[config.mk]
export PLATFORM = sky130hd
export DESIGN_NAME = i2c_reg_slave
export DESIGN_NICKNAME = d
export VERILOG_FILES = /design/src/rtl/i2c_reg_slave.sv
export SDC_FILE = /design/constraint.sdc
export NUM_CORES = 1
export LEC_CHECK = 0
export BUFFER_PORTS_ARGS = -buffer_cell sky130_fd_sc_hd__clkbuf_2
export CORE_MARGIN = 4
export CORE_UTILIZATION = 38
export DETAILED_ROUTE_END_ITERATION = 8
export GPL_TIMING_DRIVEN = 0
export PLACE_DENSITY_LB_ADDON = 0.08
export SLEW_MARGIN = 20
export SYNTH_ARGS = -nofsm -noshare
export SYNTH_HDL_FRONTEND = slang
export SYNTH_SLANG_ARGS = --single-unit
[constraint.sdc]
create_clock -name clk -period 3.2 [get_ports clk]
set_input_delay 0.8 -clock clk [delete_from_list [all_inputs] [get_ports clk]]
set_output_delay 0.8 -clock clk [all_outputs]
set_load 0.005 [all_outputs]
[src/rtl/i2c_reg_slave.sv]
// I2C target with a pointer-addressed bank of read-only and read/write byte registers.
// Both bus lines are oversampled on clk; the target drives SDA only as an open-drain pull-down.
module i2c_reg_slave #(
  parameter logic [6:0] I2C_ADDR    = 7'h64,
  parameter int         NUM_RO      = 4,
  parameter int         NUM_RW      = 4,
  parameter int         SYNC_STAGES = 2
) (
  input  logic                  clk,
  input  logic                  rst_n,
  input  logic                  scl_in,
  input  logic                  sda_in,
  output logic                  sda_oe,
  input  logic [8*NUM_RO-1:0]   ro_data,
  output logic [8*NUM_RW-1:0]   rw_data,
  output logic [NUM_RW-1:0]     wr_strobe,
  output logic [2:0]            i2c_state,
  output logic                  busy
);

  typedef enum logic [2:0] {
    S_IDLE  = 3'd0,
    S_ADDR  = 3'd1,
    S_ACK   = 3'd2,
    S_WRITE = 3'd3,
    S_READ  = 3'd4,
    S_MACK  = 3'd5,
    S_WAIT  = 3'd6
  } state_t;

  localparam logic [7:0] LP_LAST = 8'(NUM_RO + NUM_RW - 1);

  logic [SYNC_STAGES-1:0] r_scl_sync, r_sda_sync;
  logic                   r_scl_d, r_sda_d;
  logic                   w_scl, w_sda, w_scl_rise, w_scl_fall, w_start, w_stop;

  state_t                 r_state;
  logic [7:0]             r_shift, r_ptr, w_ptr_inc, w_rdata;
  logic [3:0]             r_cnt;
  logic                   r_sda_oe, r_busy, r_rd, r_first, r_wr_pend;
  logic [NUM_RW-1:0]      r_wr_strobe;
  logic [NUM_RW-1:0][7:0] r_rw;

  always_ff @(posedge clk or negedge rst_n) begin
    if (!rst_n) begin
      r_scl_sync <= '1;
      r_sda_sync <= '1;
      r_scl_d    <= 1'b1;
      r_sda_d    <= 1'b1;
    end else begin
      r_scl_sync <= {r_scl_sync[SYNC_STAGES-2:0], scl_in};
      r_sda_sync <= {r_sda_sync[SYNC_STAGES-2:0], sda_in};
      r_scl_d    <= w_scl;
      r_sda_d    <= w_sda;
    end
  end

  assign w_scl      = r_scl_sync[SYNC_STAGES-1];
  assign w_sda      = r_sda_sync[SYNC_STAGES-1];
  assign w_scl_rise = w_scl & ~r_scl_d;
  assign w_scl_fall = ~w_scl & r_scl_d;
  // SCL held high across both samples: any SDA edge is a bus condition, not data
  assign w_start    = w_scl & r_scl_d & r_sda_d & ~w_sda;
  assign w_stop     = w_scl & r_scl_d & ~r_sda_d & w_sda;

  assign w_ptr_inc  = (r_ptr >= LP_LAST) ? 8'd0 : r_ptr + 8'd1;

  always_comb begin
    w_rdata = 8'h00;
    for (int i = 0; i < NUM_RO; i++)
      if (r_ptr == 8'(i)) w_rdata = ro_data[i*8 +: 8];
    for (int j = 0; j < NUM_RW; j++)
      if (r_ptr == 8'(NUM_RO + j)) w_rdata = r_rw[j];
  end

  always_ff @(posedge clk or negedge rst_n) begin
    if (!rst_n) begin
      r_state     <= S_IDLE;
      r_shift     <= 8'h00;
      r_ptr       <= 8'h00;
      r_cnt       <= 4'd0;
      r_sda_oe    <= 1'b0;
      r_busy      <= 1'b0;
      r_rd        <= 1'b0;
      r_first     <= 1'b0;
      r_wr_pend   <= 1'b0;
      r_wr_strobe <= '0;
      r_rw        <= '0;
    end else begin
      r_wr_strobe <= '0;
      r_wr_pend   <= 1'b0;
      // Received byte is committed one cycle after its last bit is shifted in
      if (r_wr_pend) begin
        if (r_first) begin
          r_ptr   <= r_shift;
          r_first <= 1'b0;
        end else begin
          for (int j = 0; j < NUM_RW; j++)
            if (r_ptr == 8'(NUM_RO + j)) begin
              r_rw[j]        <= r_shift;
              r_wr_strobe[j] <= 1'b1;
            end
          r_ptr <= w_ptr_inc;
        end
      end
      if (w_stop) begin
        r_state  <= S_IDLE;
        r_sda_oe <= 1'b0;
        r_busy   <= 1'b0;
      end else if (w_start) begin
        r_state  <= S_ADDR;
        r_cnt    <= 4'd0;
        r_sda_oe <= 1'b0;
      end else begin
        case (r_state)
          S_ADDR: begin
            if (w_scl_rise) begin
              r_shift <= {r_shift[6:0], w_sda};
              r_cnt   <= r_cnt + 4'd1;
            end else if (w_scl_fall && r_cnt == 4'd8) begin
              if (r_shift[7:1] == I2C_ADDR) begin
                r_state  <= S_ACK;
                r_sda_oe <= 1'b1;
                r_busy   <= 1'b1;
                r_rd     <= r_shift[0];
                r_first  <= 1'b1;
              end else begin
                r_state  <= S_WAIT;
                r_sda_oe <= 1'b0;
                r_busy   <= 1'b0;
              end
            end
          end
          S_ACK: begin
            if (w_scl_fall) begin
              r_cnt <= 4'd0;
              if (r_rd) begin
                r_state  <= S_READ;
                r_shift  <= w_rdata;
                r_sda_oe <= ~w_rdata[7];
              end else begin
                r_state  <= S_WRITE;
                r_sda_oe <= 1'b0;
              end
            end
          end
          S_WRITE: begin
            if (w_scl_rise && r_cnt < 4'd8) begin
              r_shift   <= {r_shift[6:0], w_sda};
              r_cnt     <= r_cnt + 4'd1;
              r_wr_pend <= (r_cnt == 4'd7);
            end else if (w_scl_fall && r_cnt == 4'd8) begin
              r_state  <= S_ACK;
              r_sda_oe <= 1'b1;
            end
          end
          S_READ: begin
            if (w_scl_rise) begin
              r_cnt <= r_cnt + 4'd1;
            end else if (w_scl_fall) begin
              if (r_cnt == 4'd8) begin
                r_state  <= S_MACK;
                r_sda_oe <= 1'b0;
                r_ptr    <= w_ptr_inc;
              end else begin
                r_shift  <= {r_shift[6:0], 1'b0};
                r_sda_oe <= ~r_shift[6];
              end
            end
          end
          S_MACK: begin
            // shift[0] holds the master's ACK/NACK bit until the slot ends
            if (w_scl_rise) begin
              r_shift[0] <= w_sda;
            end else if (w_scl_fall) begin
              r_cnt <= 4'd0;
              if (r_shift[0]) begin
                r_state  <= S_WAIT;
                r_sda_oe <= 1'b0;
              end else begin
                r_state  <= S_READ;
                r_shift  <= w_rdata;
                r_sda_oe <= ~w_rdata[7];
              end
            end
          end
          default: ;
        endcase
      end
    end
  end

  assign sda_oe    = r_sda_oe;
  assign busy      = r_busy;
  assign wr_strobe = r_wr_strobe;
  assign rw_data   = r_rw;
  assign i2c_state = r_state;

endmodule
* Yosys cells after proc, flatten, opt, wreduce, memory -nomap -nowiden
Index checks and enable logic that the tools add are counted.
Word-level totals: output and inout port bits 41, bits in registers 70, word-level logic and storage cells 188, input port bits 36
Cells by class: order comparisons 2, reduce and logical (&&, ||, !) cells 20, equality and inequality tests 41, $add $sub $neg 2, bitwise operators 17, mux-type cells 87
Operators with widths (count):
- $mux W8 | 26
- $mux W3 | 14
- $ne A4 B4 Y1 const B | 10
- $pmux W8 S5 | 1
- $mux W1 | 34
- $eq A8 B3 Y1 const B | 4
- $mux W4 | 7
- $reduce_and A11 Y1 | 2
- $ne A2 B2 Y1 const B | 10
- $eq A8 B2 Y1 const B | 2
- $pmux W4 S4 | 1
- $pmux W3 S5 | 1
- $reduce_and A13 Y1 | 1
- $reduce_and A3 Y1 | 4
- $not A1 Y1 | 10
- $reduce_and A10 Y1 | 1
- $reduce_bool A5 Y1 | 2
- $ne A3 B3 Y1 const B | 3
- $add A8 B1 Y8 const B | 1
- $eq A8 B1 Y1 const B | 1
- $ge A8 B3 Y1 const B | 1
- $logic_not A8 Y1 | 1
- $and A1 B1 Y1 | 7
- $eq A7 B7 Y1 const B | 1
- 19 further kinds | 24

* Depth between registers and ports, before layout
Gate-level depths: netlist of the first run.
word-level depth 16, depth in mapped cells 9

* Worst setup path before layout of the first run
No wires, ideal clock.
path type flip-flop to flip-flop, start reg r_ptr[0], end reg r_shift[7], stages on the path, launching flop included 9, period minus slack after synthesis 2082 ps, buffers on the path 1, data arrival time 2017 ps, path slack 1118 ps, library setup time 65 ps, path through dfrtp_1 inv_1 ha_1 nor2b_1 buf_2 a2111oi_0 o22ai_1 o311ai_0 mux2_2
Between the ends: word-level cells in the longest chain between the ends 13
RTL lines:
- start, declared | line 38 | logic [7:0] r_shift, r_ptr, w_ptr_inc, w_rdata;
- start signal, assigned | line 95 | r_ptr <= r_shift;
- start signal, assigned | line 103 | r_ptr <= w_ptr_inc;
- start signal, assigned | line 164 | r_ptr <= w_ptr_inc;
- $logic_not A8 Y1 | line 71 | if (r_ptr == 8'(i)) w_rdata = ro_data[i*8 +: 8];
- $mux W8 (4 in a row) | line 71
- $mux W8 (3 in a row) | line 73 | if (r_ptr == 8'(NUM_RO + j)) w_rdata = r_rw[j];
- $mux W8 (*) | line 73
- $mux W8 | line 177 | if (r_shift[0]) begin
- $mux W8 | line 175 | end else if (w_scl_fall) begin
- $mux W7 | line 173 | if (w_scl_rise) begin
- $pmux W8 S5 (*) | line 115 | case (r_state)
- end signal, assigned | line 118 | r_shift <= {r_shift[6:0], w_sda};
- end signal, assigned | line 166 | r_shift <= {r_shift[6:0], 1'b0};
- end signal, assigned | line 182 | r_shift <= w_rdata;
- end, declared | line 38
Every way passes the cells marked *; elsewhere a longest branch is shown, timed or not. The select of a mux whose other input is x is not followed. A chain may end at the register's enable or synchronous reset.

* Worst setup path after layout of the first run
start reg r_state[1], in the netlist i2c_state[1], end reg r_shift[3]
Between the ends: word-level cells in the longest chain between the ends 3
RTL lines:
- start, declared | line 37 | state_t r_state;
- start signal, assigned | line 78 | r_state <= S_IDLE;
- start signal, assigned | line 107 | r_state <= S_IDLE;
- start signal, assigned | line 111 | r_state <= S_ADDR;
- $eq A3 B3 Y1, or another cell as far along | line 115
- $reduce_bool A5 Y1 (no line) / $ne A2 B2 Y1 (equally long branches)
- $reduce_and A13 Y1 (no line)
- end signal, assigned | line 118
- end signal, assigned | line 139 | r_shift <= w_rdata;
- end signal, assigned | line 149 | r_shift <= {r_shift[6:0], w_sda};
Several ways; a longest one is shown, not always the timed one.

==> results of run 1 <==
[final timing paths]
path / startpoint / to / cells after the start
max in group asynchronous: rst_n / r_sda_d$_DFF_PN1_ / 2
worst max-delay path: i2c_state[1]$_DFFE_PN0P_ / r_shift[3]$_DFFE_PN0P_ / 9
worst min-delay path: r_sda_sync[0]$_DFF_PN1_ / r_sda_sync[1]$_DFF_PN1_ / 0
min in group asynchronous: rst_n / r_ptr[7]$_DFF_PN0_ / 1
worst min register to register: r_sda_sync[0]$_DFF_PN1_ / r_sda_sync[1]$_DFF_PN1_ / 0
worst max register to register: i2c_state[1]$_DFFE_PN0P_ / r_shift[3]$_DFFE_PN0P_ / 9
[worst register-to-register path: cells and delay by family (launching register included)]
| kind | cells | cell delay [ns] |
|---|---|---|
| AO/OA/AOI/OAI | 4 | 0.79 |
| flip-flops | 1 | 0.46 |
| multiplexers | 1 | 0.28 |
| adder cells (fa/ha/maj) | 1 | 0.19 |
| buffers and inverters | 3 | 0.71 |
[synthesized netlist by cell type (4+ instances only)]
cell type	n	area [µm²]
dfrtp_1	64	1602
nand2_1	30	112.6
o21ai_0	29	145.1
inv_1	28	105.1
mux2_2	24	270.3
a21oi_1	16	80.08
buf_2	16	80.08
nor2_1	16	60.06
a221oi_1	12	105.1
a221o_1	11	110.1
clkbuf_1	11	41.29
ha_1	10	125.1
nand3_1	10	50.05
a22oi_1	9	67.56
nand2b_1	9	56.30
nor2b_1	9	56.30
a41oi_1	6	52.55
dfstp_2	6	157.7
nand3b_1	6	45.04
o21a_1	6	45.04
o22ai_1	6	37.54
mux2i_1	5	50.05
o31ai_1	5	37.54
and2_2	4	30.03
and3b_1	4	35.03
nand4_1	4	25.02
nor3_1	4	20.02
o221ai_1	4	35.03
[stage by stage]
| stage | cell area [µm²] | setup slack (ns) | instances | hold slack, ns |
|---|---|---|---|---|
| 6_report | 5039 | 0.6687 | 662 | 0.3617 |
| 5_1_grt | 5039 | 0.4182 | 662 | 0.3641 |
| 4_1_cts | 5039 | 0.6804 | 662 | 0.3631 |
| 3_5_place_dp | 4817 | 0.7094 | 646 | 0.3475 |
| 3_3_place_gp | 4787 | 0.6701 | 645 | 0.3513 |
| 2_1_floorplan | 4232 | 1.118 | 429 | 0.3452 |
[final cells by class]
cell class                      count  area share [%]
Sequential cell                    70           34.91
Tap cell                          140           3.477
Buffer                             32           3.328
Multi-Input combinational cell    297           43.51
Inverter                           30           2.235
Clock buffer                        9           2.458
Clock inverter                      7           1.937
Timing Repair Buffer               77           8.145
[sequential cells by signal, indices dropped and copies added, names as in the netlist]
| register | flops |
|---|---|
| r_shift | 8 |
| wr_strobe | 4 |
| r_sda_sync | 2 |
| r_sda_d | 1 |
| busy | 1 |
| r_rd | 1 |
| sda_oe | 1 |
| r_wr_pend | 1 |
| r_cnt | 4 |
| r_scl_sync | 2 |
| r_first | 1 |
| r_scl_d | 1 |
| rw_data | 32 |
| i2c_state | 3 |
| r_ptr | 8 |
[where the power goes]
group          internal [mW]  total, mW  switching, mW
sequential             0.984       1.13          0.149
clock                  0.441      0.814          0.373
combinational          0.521       1.25          0.733
total                   1.95       3.20           1.25
[metal layers]
metal	global-route usage, %	wire length (µm)	up-vias
met5	0	0	-
met4	7.612	180	0
met3	3.607	729	14
met2	32.51	6149	110
met1	33.08	6670	1860
li1	-	-	1789
[cell families after synthesis]
group	synth area share, %
xor gates and xnor gates	0.4140
and+or+nand+nor	16.14
DFF	41.57
AOI/OAI and AO/OA	24.36
adders and majority gates	2.957
buffers and inverters	6.624
muxes	7.924
==> impl_metrics.csv, run 1 <==
group,metric,value,unit
status,status,"finished clean",
synthesis,synth-seq-cells,70,
die,num_io_pins,77,
drt,drtAntennaViolNets,0,
place,gp_congestion,0.8788,
layout,area_growth,19.07,%
synthesis,synth_enable_flop_cells,0,
critical_path,crit_fanout,10,
synthesis,ys.flop_type,"dfrtp_1",
timing,fin_setup_tns,0,ns
timing,fmax,0.3951,GHz
global_route,grt_overflow,0,
global_route,grt_pass1_vias,3881,
timing,setup_viol,0,
drt,wl_per_cell,20.74,µm
critical_path,end_kind,"flip-flop",
clock_network,cts_buffer_depth,2,
timing,rsz0062_at_grt,"false",
timing,slew_headroom,54.87,%
critical_path,crit_chain,"buf_2 > inv_1 > ha_1 > clkbuf_1 > o21bai_1 > a221oi_1 > a41oi_1 > o31ai_1 > mux2_2",
critical_path,r2r_slack,0.67,ns
clock_network,cts_resized,0,
timing,fin_skew,0.007606,ns
timing,finalHoldViolations,0,
drt,vias_per_cell,5.699,
layout,multi_input_area,0.002192,mm²
layout,nFillCells,1086,
clock_network,cts_setup_buffers,0,
critical_path,crit_type,"flip-flop to flip-flop",
synthesis,syn_area_per_cell,9.864,µm²
synthesis,ys_types,73,
global_route,grt_first_pass_wirelength,21860,µm
clock_network,hold_buffers,0,
synthesis,syn_area,0.004232,mm²
layout,diodes,0,
global_route,antenna_found_initial,0,
run,maxCapViolCount,0,
critical_path,cp.required,3.45,ns
layout,mostFrequentLayoutCells,"75 x clkbuf_2, 64 x dfrtp_1, 30 x nand2_1",
clock_network,clock_latency,0.36,ns
hold_path,holdCritPathClass,"flip-flop to flip-flop",
layout,drive_gt1_share,30.84,%
power_and_ir_drop,vdd_drop_max,0.2838,mV
layout,seqCellArea,0.001759,mm²
clock_network,clockRootBuffer,"clkbuf_8",
clock_network,cts_made_buffers,9,
layout,fin_util,46.28,%
critical_path,worst_setup_path_start_kind,"flip-flop",
drt,first_pass_iters,4,
clock_network,cts.sink_count,70,
die,rows,38,
timing,period_share,79.10,%
critical_path,critPathMaxStageDelay,0.46,ns
clock_network,clk_pin_slew,0.08,ns
power_and_ir_drop,p_per_area,635.0,mW/mm²
synthesis,postSynthCellCount,429,
critical_path,cp.arrival,2.78,ns
critical_path,worst-path-buf-inv,3,
layout,final_nets,563,
synthesis,syn_nets,475,
die,core,0.01089,mm²
timing,max_slew.worst_pin.slew,0.6664,ns
timing,finalMaxSlewViolations,0,
layout,final_common_cell,"clkbuf_2",
die,dieWidth,113.5,µm
critical_path,crit_path_top_delay_cell,"dfrtp_1",
critical_path,critPathTopFamily,"compound AO/OA/AOI/OAI gates",
synthesis,synth_warnings,0,
place,io_buffers,76,
power_and_ir_drop,power,3.200,mW
clock_network,cts_tree,"done",
timing,period_needed,2.531,ns
global_route,grt_use_total,22.16,%
synthesis,yosysSeqAreaShare,41.57,%
drt,vias,3773,
place,place_hpwl,10570,µm
clock_network,cts.htree.levels,3,
drt,postRouteWirelength,13730,µm
drt,drcViolationCount,0,
die,design.die.area,0.01289,mm²
die,initial_core_util,38.86,%
drt,drt_first_iter_violations,328,
synthesis,async_flop_share,100.0,%
power_and_ir_drop,leakagePower,2.337,nW
die,fp.dieH,113.5,µm
global_route,grt_max_degree,47,
Power figures use the tool's default switching activity.
==> run 2, diff against run 1 <==
==> constraint.sdc (replaced) <==
create_clock -name clk -period 2.5 [get_ports clk]
set_input_delay 0.625 -clock clk [delete_from_list [all_inputs] [get_ports clk]]
set_output_delay 0.625 -clock clk [all_outputs]
set_load 0.005 [all_outputs]
==> run 2 against run 1 <==
Compared with the run above:
- cell count shrank 0.15%
- register-to-register slack worse by 0.55 ns
- highest routed layer unchanged
- via count rose by 0.80%
- first-iteration DRC count increased by 13%
- die area unchanged
- clock-buffer cell count is the same
- global-route usage unchanged
- largest cell class unchanged
- power grew 29%
- critical path depth down 1
- non-clock buffer count decreased by 1
==> impl_metrics.csv, run 2 (same netlist as run 1, synthesis figures left out) <==
group,metric,value,unit
status,status,"finished clean",
critical_path,critPathTopFamily,"compound AO/OA/AOI/OAI gates",
drt,vias,3803,
clock_network,hold_buffers,0,
die,design.die.area,0.01289,mm²
die,rows,38,
critical_path,critPathMaxStageDelay,0.46,ns
power_and_ir_drop,leakagePower,2.351,nW
global_route,grt_first_pass_wirelength,21860,µm
critical_path,cp.required,2.76,ns
global_route,grt_overflow,0,
drt,wl_per_cell,20.87,µm
critical_path,crit_path_top_delay_cell,"dfrtp_1",
drt,drt_first_iter_violations,372,
layout,nFillCells,1081,
clock_network,cts_setup_buffers,0,
die,dieWidth,113.5,µm
clock_network,cts.sink_count,70,
power_and_ir_drop,p_per_area,813.5,mW/mm²
layout,area_growth,19.84,%
power_and_ir_drop,power,4.125,mW
layout,mostFrequentLayoutCells,"78 x clkbuf_2, 63 x dfrtp_1, 30 x nand2_1",
layout,largest_reg_flops,32,
timing,finalHoldViolations,0,
critical_path,crit_type,"flip-flop to flip-flop",
global_route,grt_max_degree,47,
critical_path,worst_setup_path_start_kind,"flip-flop",
die,num_io_pins,77,
drt,drtAntennaViolNets,0,
die,core,0.01089,mm²
die,initial_core_util,38.86,%
layout,diodes,0,
hold_path,holdCritPathClass,"input pin to asynchronous set/reset pin",
global_route,grt_use_total,22.16,%
place,io_buffers,76,
timing,max_slew.worst_pin.slew,0.6983,ns
clock_network,cts_made_buffers,9,
critical_path,r2r_slack,0.12,ns
critical_path,rr_worst_depth,8,
critical_path,crit_chain,"inv_1 > ha_1 > nor2b_1 > buf_2 > a221o_1 > a221oi_1 > o31ai_1 > mux2_2",
critical_path,worst-path-buf-inv,2,
clock_network,cts.htree.levels,3,
clock_network,clk_pin_slew,0.08,ns
place,gp_congestion,0.8788,
drt,drcViolationCount,0,
critical_path,rr_endpoint,"r_shift[1]$_DFFE_PN0P_",
critical_path,cp.arrival,2.64,ns
critical_path,timing.rr.start,"r_ptr[1]$_DFF_PN0_",
run,maxCapViolCount,0,
clock_network,cts_tree,"done",
die,fp.dieH,113.5,µm
critical_path,crit_fanout,9,
drt,postRouteWirelength,13800,µm
global_route,antenna_found_initial,0,
timing,period_needed,2.383,ns
drt,first_pass_iters,5,
layout,final_nets,562,
timing,fin_setup_tns,0,ns
clock_network,cts_buffer_depth,2,
clock_network,clockRootBuffer,"clkbuf_8",
layout,drive_gt1_share,32.63,%
timing,slew_headroom,53.45,%
timing,period_share,95.30,%
timing,finalMaxSlewViolations,0,
timing,setup_viol,0,
timing,fmax,0.4197,GHz
critical_path,end_kind,"flip-flop",
timing,rsz0062_at_grt,"false",
timing,fin_skew,0.009244,ns
global_route,grt_pass1_vias,3881,
power_and_ir_drop,vdd_drop_max,0.3674,mV
clock_network,clock_latency,0.37,ns
layout,final_common_cell,"clkbuf_2",
place,place_hpwl,10570,µm
drt,vias_per_cell,5.753,
## run 2: cell types whose count changed in the layout (fill, tap and decap cells not counted), moves of 2 or more
| cell | delta |
|---|---|
| a221oi_2 | +2 |
| clkbuf_4 | +2 |
| clkbuf_1 | -4 |
| clkbuf_2 | +3 |
| a221oi_1 | -2 |
| buf_2 | -2 |
## run 2: power breakdown
| part | switching [mW] | internal, mW |
|---|---|---|
| Combinational | 0.950 | 0.683 |
| Sequential | 0.188 | 1.26 |
| Clock | 0.480 | 0.564 |
## run 2: worst register-to-register path, delay by kind of cell, from the launching register on
kind                       cells  cell delay, ns
AOI/OAI and AO/OA              3            0.78
adders and majority gates      1            0.30
buffers and inverters          2            0.28
DFF                            1            0.46
muxes                          1            0.27
and+or+nand+nor                1            0.17
## run 2: how the worst max path moves through the flow
stage                              from                     end  slack, ns  cells after the start
2_1_floorplan        r_ptr[0]$_DFF_PN0_  r_shift[7]$_DFFE_PN0P_       0.42                      8
3_3_place_gp   i2c_state[1]$_DFFE_PN0P_  r_shift[3]$_DFFE_PN0P_      -0.03                      9
3_5_place_dp         r_ptr[0]$_DFF_PN0_  r_shift[7]$_DFFE_PN0P_      0.009                      8
4_1_cts              r_ptr[1]$_DFF_PN0_  r_shift[7]$_DFFE_PN0P_       0.05                      9
5_1_grt              r_ptr[0]$_DFF_PN0_  r_shift[4]$_DFFE_PN0P_      0.003                      8
6_report             r_ptr[1]$_DFF_PN0_  r_shift[1]$_DFFE_PN0P_       0.12                      8
## run 2: timing repair
action                     in CTS  in global routing
setup endpoints to repair       3                  9
pin swaps                       0                  0
hold endpoints to repair        0                  0
resized for setup               2                 12
## run 2: layout make-up
class	instances	area [µm²]	area share, %
multi-input combinational	297	2215	43.67
sequential	70	1760	34.72
timing repair buffer	77	410.4	8.093
tap	140	175.2	3.454
buffer	31	172.7	3.405
clock buffer	9	123.9	2.443
inverter	30	116.4	2.295
clock inverter	7	97.59	1.925
## run 2: per-stage QoR
| stage | hold slack (ns) | util, % | setup slack (ns) | std cells | instance area (µm²) |
|---|---|---|---|---|---|
| final | 0.1914 | 46.58 | 0.1174 | 661 | 5071 |
| after global routing | 0.2149 | 46.58 | 0.003210 | 661 | 5071 |
| after CTS | 0.1929 | 46.30 | 0.04934 | 662 | 5041 |
| after detailed placement | 0.3475 | 44.24 | 0.009353 | 646 | 4817 |
| after global placement | 0.3513 | 43.97 | -0.02747 | 645 | 4787 |
| after floorplan | 0.3294 | - | 0.4178 | 429 | 4232 |
## run 2: per-layer routing
metal	vias up	GRT usage (%)	share of wire, %
li1	1785	-	-
met1	1903	33.08	50
met2	98	32.51	44
met3	17	3.607	4.6
met4	0	7.612	1.6
met5	-	0	0
